### src/rtl/vga_pkg.sv
// vga_pkg: default 640x480@60 mode, sync polarity constants and axis region type.
package vga_pkg;
    localparam int DEF_H_ACTIVE = 640;
    localparam int DEF_H_FP     = 16;
    localparam int DEF_H_SYNC   = 96;
    localparam int DEF_H_BP     = 48;
    localparam int DEF_V_ACTIVE = 480;
    localparam int DEF_V_FP     = 10;
    localparam int DEF_V_SYNC   = 2;
    localparam int DEF_V_BP     = 33;
    localparam bit POL_LOW      = 1'b0;
    localparam bit POL_HIGH     = 1'b1;
    typedef enum logic [1:0] {R_ACTIVE, R_FP, R_SYNC, R_BP} region_t;
endpackage

### src/rtl/vga_axis_counter.sv
// vga_axis_counter: one raster axis (active, front porch, sync, back porch) with region and wrap.
module vga_axis_counter
    import vga_pkg::*;
#(
    parameter int ACTIVE = DEF_H_ACTIVE,
    parameter int FP     = DEF_H_FP,
    parameter int SYNC   = DEF_H_SYNC,
    parameter int BP     = DEF_H_BP,
    parameter int CW     = $clog2(ACTIVE + FP + SYNC + BP)
) (
    input  logic          i_clk,
    input  logic          i_rst_n,
    input  logic          i_en,
    output logic [CW-1:0] o_count,
    output region_t       o_region,
    output logic          o_wrap
);
    localparam logic [CW-1:0] LAST   = CW'(ACTIVE + FP + SYNC + BP - 1);
    localparam logic [CW-1:0] E_ACT  = CW'(ACTIVE);
    localparam logic [CW-1:0] E_FP   = CW'(ACTIVE + FP);
    localparam logic [CW-1:0] E_SYNC = CW'(ACTIVE + FP + SYNC);

    logic [CW-1:0] r_count;

    assign o_count = r_count;
    assign o_wrap  = i_en && r_count == LAST;

    always_ff @(posedge i_clk or negedge i_rst_n)
        if (!i_rst_n) r_count <= '0;
        else if (i_en) r_count <= o_wrap ? '0 : r_count + 1'b1;

    always_comb
        o_region = r_count < E_ACT ? R_ACTIVE : r_count < E_FP ? R_FP : r_count < E_SYNC ? R_SYNC : R_BP;
endmodule

### src/rtl/vga_timing_gen.sv
// vga_timing_gen: parametrised VGA raster timing with pixel replication and a
// double-buffered framebuffer address whose swap is taken only at the start of vblank.
module vga_timing_gen
    import vga_pkg::*;
#(
    parameter int H_ACTIVE   = DEF_H_ACTIVE,
    parameter int H_FP       = DEF_H_FP,
    parameter int H_SYNC     = DEF_H_SYNC,
    parameter int H_BP       = DEF_H_BP,
    parameter int V_ACTIVE   = DEF_V_ACTIVE,
    parameter int V_FP       = DEF_V_FP,
    parameter int V_SYNC     = DEF_V_SYNC,
    parameter int V_BP       = DEF_V_BP,
    parameter bit HS_POL     = POL_LOW,
    parameter bit VS_POL     = POL_LOW,
    parameter int SCALE_LOG2 = 0,
    parameter int ADDR_W     = 19
) (
    input  logic              clk25MHz,
    input  logic              rst_n,
    input  logic              swap_req,
    output logic              swap_ack,
    output logic              front_buf,
    output logic              VGA_HS,
    output logic              VGA_VS,
    output logic              VGA_BLANK_N,
    output logic              VGA_SYNC_N,
    output logic [9:0]        xpix,
    output logic [8:0]        ypix,
    output logic [ADDR_W-1:0] addr_lead,
    output logic              frame_start,
    output logic              vblank_start
);
    localparam int HCW       = $clog2(H_ACTIVE + H_FP + H_SYNC + H_BP);
    localparam int VCW       = $clog2(V_ACTIVE + V_FP + V_SYNC + V_BP);
    localparam int BUF_WORDS = (H_ACTIVE >> SCALE_LOG2) * (V_ACTIVE >> SCALE_LOG2);
    localparam logic [ADDR_W-1:0] ROW_WORDS = ADDR_W'(H_ACTIVE >> SCALE_LOG2);
    localparam logic [ADDR_W-1:0] BUF_BASE  = ADDR_W'(BUF_WORDS);
    localparam logic [VCW-1:0]    V_MASK    = VCW'((1 << SCALE_LOG2) - 1);
    localparam logic [VCW-1:0]    V_VBL     = VCW'(V_ACTIVE);

    logic [HCW-1:0]    w_hcnt;
    logic [VCW-1:0]    w_vcnt;
    region_t           w_hreg, w_vreg;
    logic              w_hwrap, w_vwrap, w_active, w_vbl_pix, w_row_adv, w_swap;
    logic [ADDR_W-1:0] w_base;
    logic [ADDR_W-1:0] r_row_base;

    vga_axis_counter #(.ACTIVE(H_ACTIVE), .FP(H_FP), .SYNC(H_SYNC), .BP(H_BP), .CW(HCW)) u_h (
        .i_clk(clk25MHz), .i_rst_n(rst_n), .i_en(1'b1),
        .o_count(w_hcnt), .o_region(w_hreg), .o_wrap(w_hwrap)
    );

    vga_axis_counter #(.ACTIVE(V_ACTIVE), .FP(V_FP), .SYNC(V_SYNC), .BP(V_BP), .CW(VCW)) u_v (
        .i_clk(clk25MHz), .i_rst_n(rst_n), .i_en(w_hwrap),
        .o_count(w_vcnt), .o_region(w_vreg), .o_wrap(w_vwrap)
    );

    assign w_active  = w_hreg == R_ACTIVE && w_vreg == R_ACTIVE;
    assign w_vbl_pix = w_hcnt == '0 && w_vcnt == V_VBL;
    assign w_swap    = w_vbl_pix && swap_req;
    // Replicated lines reuse the same row until the last copy of the row finishes.
    assign w_row_adv = w_hwrap && w_vreg == R_ACTIVE && ((w_vcnt + 1'b1) & V_MASK) == '0;
    assign w_base    = front_buf ? BUF_BASE : '0;
    assign addr_lead = w_active ? w_base + r_row_base + ADDR_W'(w_hcnt >> SCALE_LOG2) : w_base;
    assign VGA_SYNC_N = 1'b0;

    always_ff @(posedge clk25MHz or negedge rst_n)
        if (!rst_n) r_row_base <= '0;
        else if (w_vwrap) r_row_base <= '0;
        else if (w_row_adv) r_row_base <= r_row_base + ROW_WORDS;

    always_ff @(posedge clk25MHz or negedge rst_n)
        if (!rst_n) begin
            VGA_HS       <= ~HS_POL;
            VGA_VS       <= ~VS_POL;
            VGA_BLANK_N  <= 1'b0;
            xpix         <= '0;
            ypix         <= '0;
            frame_start  <= 1'b0;
            vblank_start <= 1'b0;
            swap_ack     <= 1'b0;
            front_buf    <= 1'b0;
        end else begin
            VGA_HS       <= w_hreg == R_SYNC ? HS_POL : ~HS_POL;
            VGA_VS       <= w_vreg == R_SYNC ? VS_POL : ~VS_POL;
            VGA_BLANK_N  <= w_active;
            xpix         <= w_active ? 10'(w_hcnt >> SCALE_LOG2) : '0;
            ypix         <= w_active ? 9'(w_vcnt >> SCALE_LOG2) : '0;
            frame_start  <= w_hcnt == '0 && w_vcnt == '0;
            vblank_start <= w_vbl_pix;
            swap_ack     <= w_swap;
            front_buf    <= front_buf ^ w_swap;
        end
endmodule

### config.mk
export PLATFORM = sky130hd
export DESIGN_NAME = vga_timing_gen
export DESIGN_NICKNAME = d
export VERILOG_FILES = /design/src/rtl/vga_pkg.sv /design/src/rtl/vga_axis_counter.sv /design/src/rtl/vga_timing_gen.sv
export SDC_FILE = /design/constraint.sdc
export NUM_CORES = 1
export LEC_CHECK = 0
export ABC_AREA = 1
export CAP_MARGIN = 10
export CORE_ASPECT_RATIO = 1.1
export CORE_MARGIN = 2
export CORE_UTILIZATION = 50
export DETAILED_ROUTE_END_ITERATION = 10
export PLACE_DENSITY = 0.74
export REMOVE_ABC_BUFFERS = 1
export SETUP_SLACK_MARGIN = 0.5
export SLEW_MARGIN = 10
export SYNTH_ARGS = -nofsm -noshare
export SYNTH_HDL_FRONTEND = slang
export SYNTH_HIERARCHICAL = 1
export SYNTH_SLANG_ARGS = --single-unit
### constraint.sdc
create_clock -name clk25MHz -period 2.7 [get_ports clk25MHz]
set_clock_uncertainty 0.15 [all_clocks]
set_input_delay 0.27 -clock clk25MHz [delete_from_list [all_inputs] [get_ports clk25MHz]]
set_output_delay 0.27 -clock clk25MHz [all_outputs]
set_load 0.01 [all_outputs]
==> results of run 1 <==
[repair_timing]
item | in CTS | in global routing
pin swaps | 14 | 36
buffers inserted | 17 | 20
gates resized for setup | 129 | 94
hold endpoints to repair | 56 | 0
endpoints found under the setup margin | 27 | 37
hold buffers | 1 | 0
cloned | 2 | 1
[how the worst min path moves through the flow]
stage                   to  slack [ns]  cells past startpoint
2_1_floorplan  VGA_BLANK_N       -0.18                      0
3_3_place_gp   VGA_BLANK_N        0.32                      2
3_5_place_dp   VGA_BLANK_N        0.31                      2
4_1_cts           swap_ack        0.31                      3
5_1_grt           swap_ack        0.34                      3
6_report          swap_ack        0.33                      3
[worst max-delay path: stages, from the launching register on]
cell and delay, ns:
dfrtp_2 0.51, ha_1 0.39, nand2_2 0.15, nor2_2 0.07, nand2_1 0.06, nand2_1 0.10, nor2_2 0.20, nand3_1 0.15
nand3_4 0.12, nand2_2 0.06, buf_6 0.11
[report_power, final]
| group | internal (W) | total, W | switching [W] |
|---|---|---|---|
| clock network | 0.000519 | 0.000879 | 0.000360 |
| logic | 0.000215 | 0.000577 | 0.000362 |
| registers | 0.000938 | 0.00103 | 0.0000921 |
[synthesized netlist by cell type, drive strengths merged]
cell type / number / share of area, %
dfstp: 2 / 1.5
nand4: 13 / 2.5
nand3: 30 / 4.5
a21oi: 23 / 3.3
nor2: 86 / 10
inv: 84 / 8.9
dfrtp: 56 / 40
conb: 2 / 0.21
ha: 11 / 3.9
nand2: 117 / 13
o21ai: 23 / 3.6
a31oi: 1 / 0.18
or2: 3 / 0.53
nor3: 13 / 2.6
nor4b: 1 / 0.25
nor3b: 1 / 0.21
clkinv: 1 / 0.11
buf: 6 / 1.8
xor2: 6 / 1.5
xnor2: 4 / 0.99
clkbuf: 1 / 0.39
o21a: 1 / 0.21
[registers in the layout (all words and copies together) (netlist names)]
name          cells
r_row_base       12
VGA_HS            1
xpix             10
u_h/o_count      10
frame_start       1
vblank_start      1
front_buf         1
ypix              9
swap_ack          1
u_v/o_count      10
VGA_BLANK_N       1
VGA_VS            1
[layout make-up]
cell class	count	area [um^2]	area share, %
multi-input cells	342	2060	40.0
flip-flops and latches	58	1460	28.4
repair buffers	104	953	18.5
inverters	85	348	6.76
clock buffers	11	131	2.55
well taps	85	106	2.07
clock inverters	5	78.8	1.53
repair inverters	1	8.76	0.170
[kinds of logic (layout without fill, tap and decap cells)]
group                    Yosys count  in the layout  share of synthesized area (%)
AND/OR/NAND/NOR                  264            264                           33.7
buffers and inverters             92            206                           11.2
flip-flops                        58             58                           41.2
AO/OA/AOI/OAI                     48             48                           7.23
adder cells (fa/ha/maj)           11             11                           3.90
XOR/XNOR                          10             10                           2.48
other                              2              9                          0.213
[metal layers]
metal / routed length, um / vias up
met2: 5030 / 126
li1: - / 1737
met1: 4090 / 1704
met4: 417 / 0
met5: 0 / -
met3: 470 / 37
[metrics by stage]
| step | setup TNS [ns] | utilization (%) |
|---|---|---|
| floorplan | 0 | - |
| global placement | 0 | 60.3 |
| detailed placement | 0 | 60.3 |
| CTS | 0 | 66.6 |
| global route | -1.03 | 74.3 |
| finish | 0 | 74.3 |
==> run metrics, run 1 <==
GR Layer Usage met3 under 10%; largest net degree at the start of global routing 59; number of global-route vias before repair 3,343; Crit. Startpoint front_buf; CP arrival between 2 and 2.5 ns; vias per inst approximately 5.2; sequential share of the synthesized area 41.2%; worst r2r src u_h/o_count[7]; worst min path class in2reg; H-tree depth 3; #FFs+latches synth 58; Reg2Reg Depth 17; Fin. Hold Viols 0; commonest cells after routing, fill and taps aside 99 x nand2_1, 79 x inv_1, 51 x dfrtp_1, 51 x nor2_1, 33 x buf_4; number of DRC markers after the initial detailed-route iteration 233; CTS tree yes; Worst slew margin 50.0%; # IOs 49; met1 GRT Util 30.5%; Netlist cell types 35; routability congestion estimate 0.923; antenna viol nets, final 0; measured slew at the worst slew-check pin 0.750 ns; final wirelength approximately 10000 um; Critical Path Source Type flip-flop; flop-to-flop setup slack 0.42 ns; upper clock frequency limit around 380 MHz; GRT met2 Usage 40.3%; Hold Startpoint swap_req; final instance area 5140 um^2; Global Route Usage Sum between 20% and 30%; number of diodes 0; fin worst setup slack 0.0335 ns; Avg WL per Cell 14.5 um; Port Buffers 47; Post-Syn Area 3530 um^2; Die Wd 84.1 um; Vias between 3,000 and 4,000; post-layout min period 2.67 ns; root buffer cell clkbuf_8; RSZ-0062 raised after global routing true; Setup crit end addr_lead[18]; dpl cells about 630; status complete, no violations; number of remaining DRC errors 0; Tcrit/Tclk final a little over nine tenths; Fillers 474; Initial Utilization 51.0%; Pleak around 2.7 nW; non-filler cells, final 691; proportion of layout cells with a drive suffix above 1 31.2%; Die ar. 7750 um^2; # Max-Cap Violations 0; CTS clk-pin slew, worst paths ~0.070 ns; fin nets 615; Post-DP HPWL 6140 um; Max Buffers Root-to-Sink 2; crit path capture type output pin; total grt overflow 0; Final Power ~0.0025 W; Place WS 0.0626 ns; first-pass GRT wire length 15,300 um; TritonRoute pass-1 iters 4; placed inst area ~4200 um^2; Critical Path Fanout Max 6; worst hold slack ~0.33 ns; Required @ worst endpoint 2.28 ns; initial antenna violation count 0; Die Ht around 92 um; FF-to-FF End r_row_base[17]; Clock Latency Late Sink about 0.34 ns; PwrDens 483 nW/um^2; Core ar. 6930 um^2; commonest non-fill, non-tap cell in the layout nand2_1; area grow syn2layout 45.8%; Critical Setup Path Class reg2out; VDD IR max approximately 0.32 mV; cells after synthesis 485; clock sink total 58; Final Setup Violations 0; busiest grt layer met2; row count 32; fin. max-slew vios 0; syn_area_per_cell 7.28 um^2; CTS Buf Count 9; YS warnings 6
(Power assumes the default switching activity.)
==> run 2: changes to the inputs <==
Settings changed: CTS_BUF_LIST from default to sky130_fd_sc_hd__clkbuf_2 sky130_fd_sc_hd__clkbuf_4 sky130_fd_sc_hd__clkbuf_8.
==> run 2 against run 1 <==
Global-route usage rose by 0.38 points. Count of clock-buffer cells in the layout did not move. Sequential power barely moved. Via count rose by 1.6%. Register-to-register slack got worse by 0.03 ns. Hold slack got worse by 0.0072 ns. Routed wire length rose by 5.9%. Clock power rose by 3.0%. First-iteration DRC count rose by 6.0%. Fmax rose by 1.1%.
==> run metrics, run 2 (synthesized netlist as in run 1, its figures left out) <==
Required @ worst endpoint approximately 2.3 ns; antenna viol nets, final 0; upper clock frequency limit 379 MHz; Critical Path Fanout Max 6; Final Setup Violations 0; H-tree depth 3; Avg WL per Cell ~15 um; Core ar. 6930 um^2; fin nets 616; final instance area 5130 um^2; worst r2r src u_h/o_count[7]; clock sink total a little under 60; Port Buffers 47; worst min path class in2reg; final core area utilization 74.1%; largest net degree at the start of global routing 59; post-layout min period ~2.6 ns; area grow syn2layout 45.4%; VDD IR max 0.394 mV; # IOs 49; Critical Setup Path Class reg2out; root buffer cell clkbuf_8; row count 32; non-filler cells, final 692; proportion of layout cells with a drive suffix above 1 30.8%; Post-DP HPWL 6140 um; Fillers about 480; placed inst area around 4200 um^2; flop-to-flop setup slack 0.39 ns; CTS tree yes; Critical Path Source Type flip-flop; number of diodes 0; Hold Startpoint swap_req; FF+latch area ~1500 um^2; number of DRC markers after the initial detailed-route iteration between 200 and 250; Crit. Startpoint u_h/o_count[4]; commonest non-fill, non-tap cell in the layout nand2_1; Worst slew margin 51.6%; RSZ-0062 raised after global routing true; Die Ht 92.1 um; dpl cells 634; PwrDens about 490 nW/um^2; measured slew at the worst slew-check pin a little over 0.7 ns; commonest cells after routing, fill and taps aside 101 x nand2_1, 78 x inv_1, 54 x nor2_1, 51 x dfrtp_1, 37 x buf_4; Global Route Usage Sum 25.2%; Fin. Hold Viols 0; Tcrit/Tclk final 97.7%; Multi-input gate area about 2000 um^2; Die ar. between 7000 and 8000 um^2; Top reg by flops r_row_base; Max Buffers Root-to-Sink 2; number of remaining DRC errors 0; fin. max-slew vios 0; Pleak 2.66 nW; total grt overflow 0; max FFs per register 12; routability congestion estimate 0.923; first-pass GRT wire length 15,600 um; number of global-route vias before repair 3,381; Final Power 0.00252 W; Initial Utilization 51.0%; CTS clk-pin slew, worst paths 0.07 ns; vias per inst roughly 5.3; CP arrival between 2 and 2.5 ns; Clock Latency Late Sink roughly 0.34 ns; # Max-Cap Violations 0; Die Wd 84.1 um; CTS Buf Count 9; Vias 3,661; initial antenna violation count 0; status complete, no violations; final wirelength 10,600 um; TritonRoute pass-1 iters 8; crit path capture type output pin
run 2: cell count changes in the layout (fill, tap and decap cells not counted), sizes merged:
cell      change
buf           +1
clkinvlp      -1
inv           +1
run 2: worst paths after layout:
kind | to | cells past startpoint
setup / recovery | addr_lead[5] | 12
hold / removal | swap_ack | 3
setup reg to reg | r_row_base[15] | 16
hold reg to reg | r_row_base[18] | 3
max in group asynchronous | front_buf | 3
min in group asynchronous | VGA_BLANK_N | 3
run 2: timing repair:
| item | in CTS | in global routing |
|---|---|---|
| pin swaps | 14 | 20 |
| cloned | 2 | 1 |
| hold endpoints to repair | 56 | 0 |
| hold buffers | 1 | 0 |
| gates resized for setup | 129 | 82 |
| setup buffers | 18 | 20 |
| setup endpoints to repair | 27 | 39 |
run 2: layout make-up:
| type | count | share of cell area, % |
|---|---|---|
| tap | 85 | 2.07 |
| clock buffer | 11 | 2.71 |
| clock inverter | 5 | 1.54 |
| sequential | 58 | 28.4 |
| timing repair inverter | 1 | 0.171 |
| multi-input combinational | 342 | 39.8 |
| timing repair buffer | 105 | 18.6 |
| inverter | 85 | 6.65 |
run 2: metal layers:
metal,wire length [um],track usage (%),vias up
met5,0,0,-
met4,362,11.0,0
met3,603,5.58,39
met2,5490,42.1,171
met1,4140,31.2,1706
li1,-,-,1745
run 2: per-stage QoR:
step           setup TNS (ns)  hold slack (ns)  worst slack, ns
6_report                    0            0.325           0.0620
4_1_cts                     0            0.317           0.0468
2_1_floorplan               0           -0.176            0.246
3_3_place_gp                0            0.315            0.103
5_1_grt                -0.563            0.342          -0.0678
3_5_place_dp                0            0.313           0.0626
run 2: critical path: stages, from the launching register on:
cell     delay, ns
dfrtp_1       0.40
inv_1         0.11
nand2_1       0.12
nand3_1       0.11
a21oi_2       0.15
inv_1         0.09
nor3_4        0.22
buf_6         0.15
buf_6         0.13
inv_12        0.05
buf_12        0.12
nor2_4        0.09
buf_6         0.11
run 2: power by group:
group | switching (W) | internal (W) | leakage [nW]
Combinational | 0.000360 | 0.000219 | 1.80
Clock | 0.000366 | 0.000539 | 0.114
Sequential | 0.0000959 | 0.000938 | 0.744
Total | 0.000822 | 0.00170 | 2.66
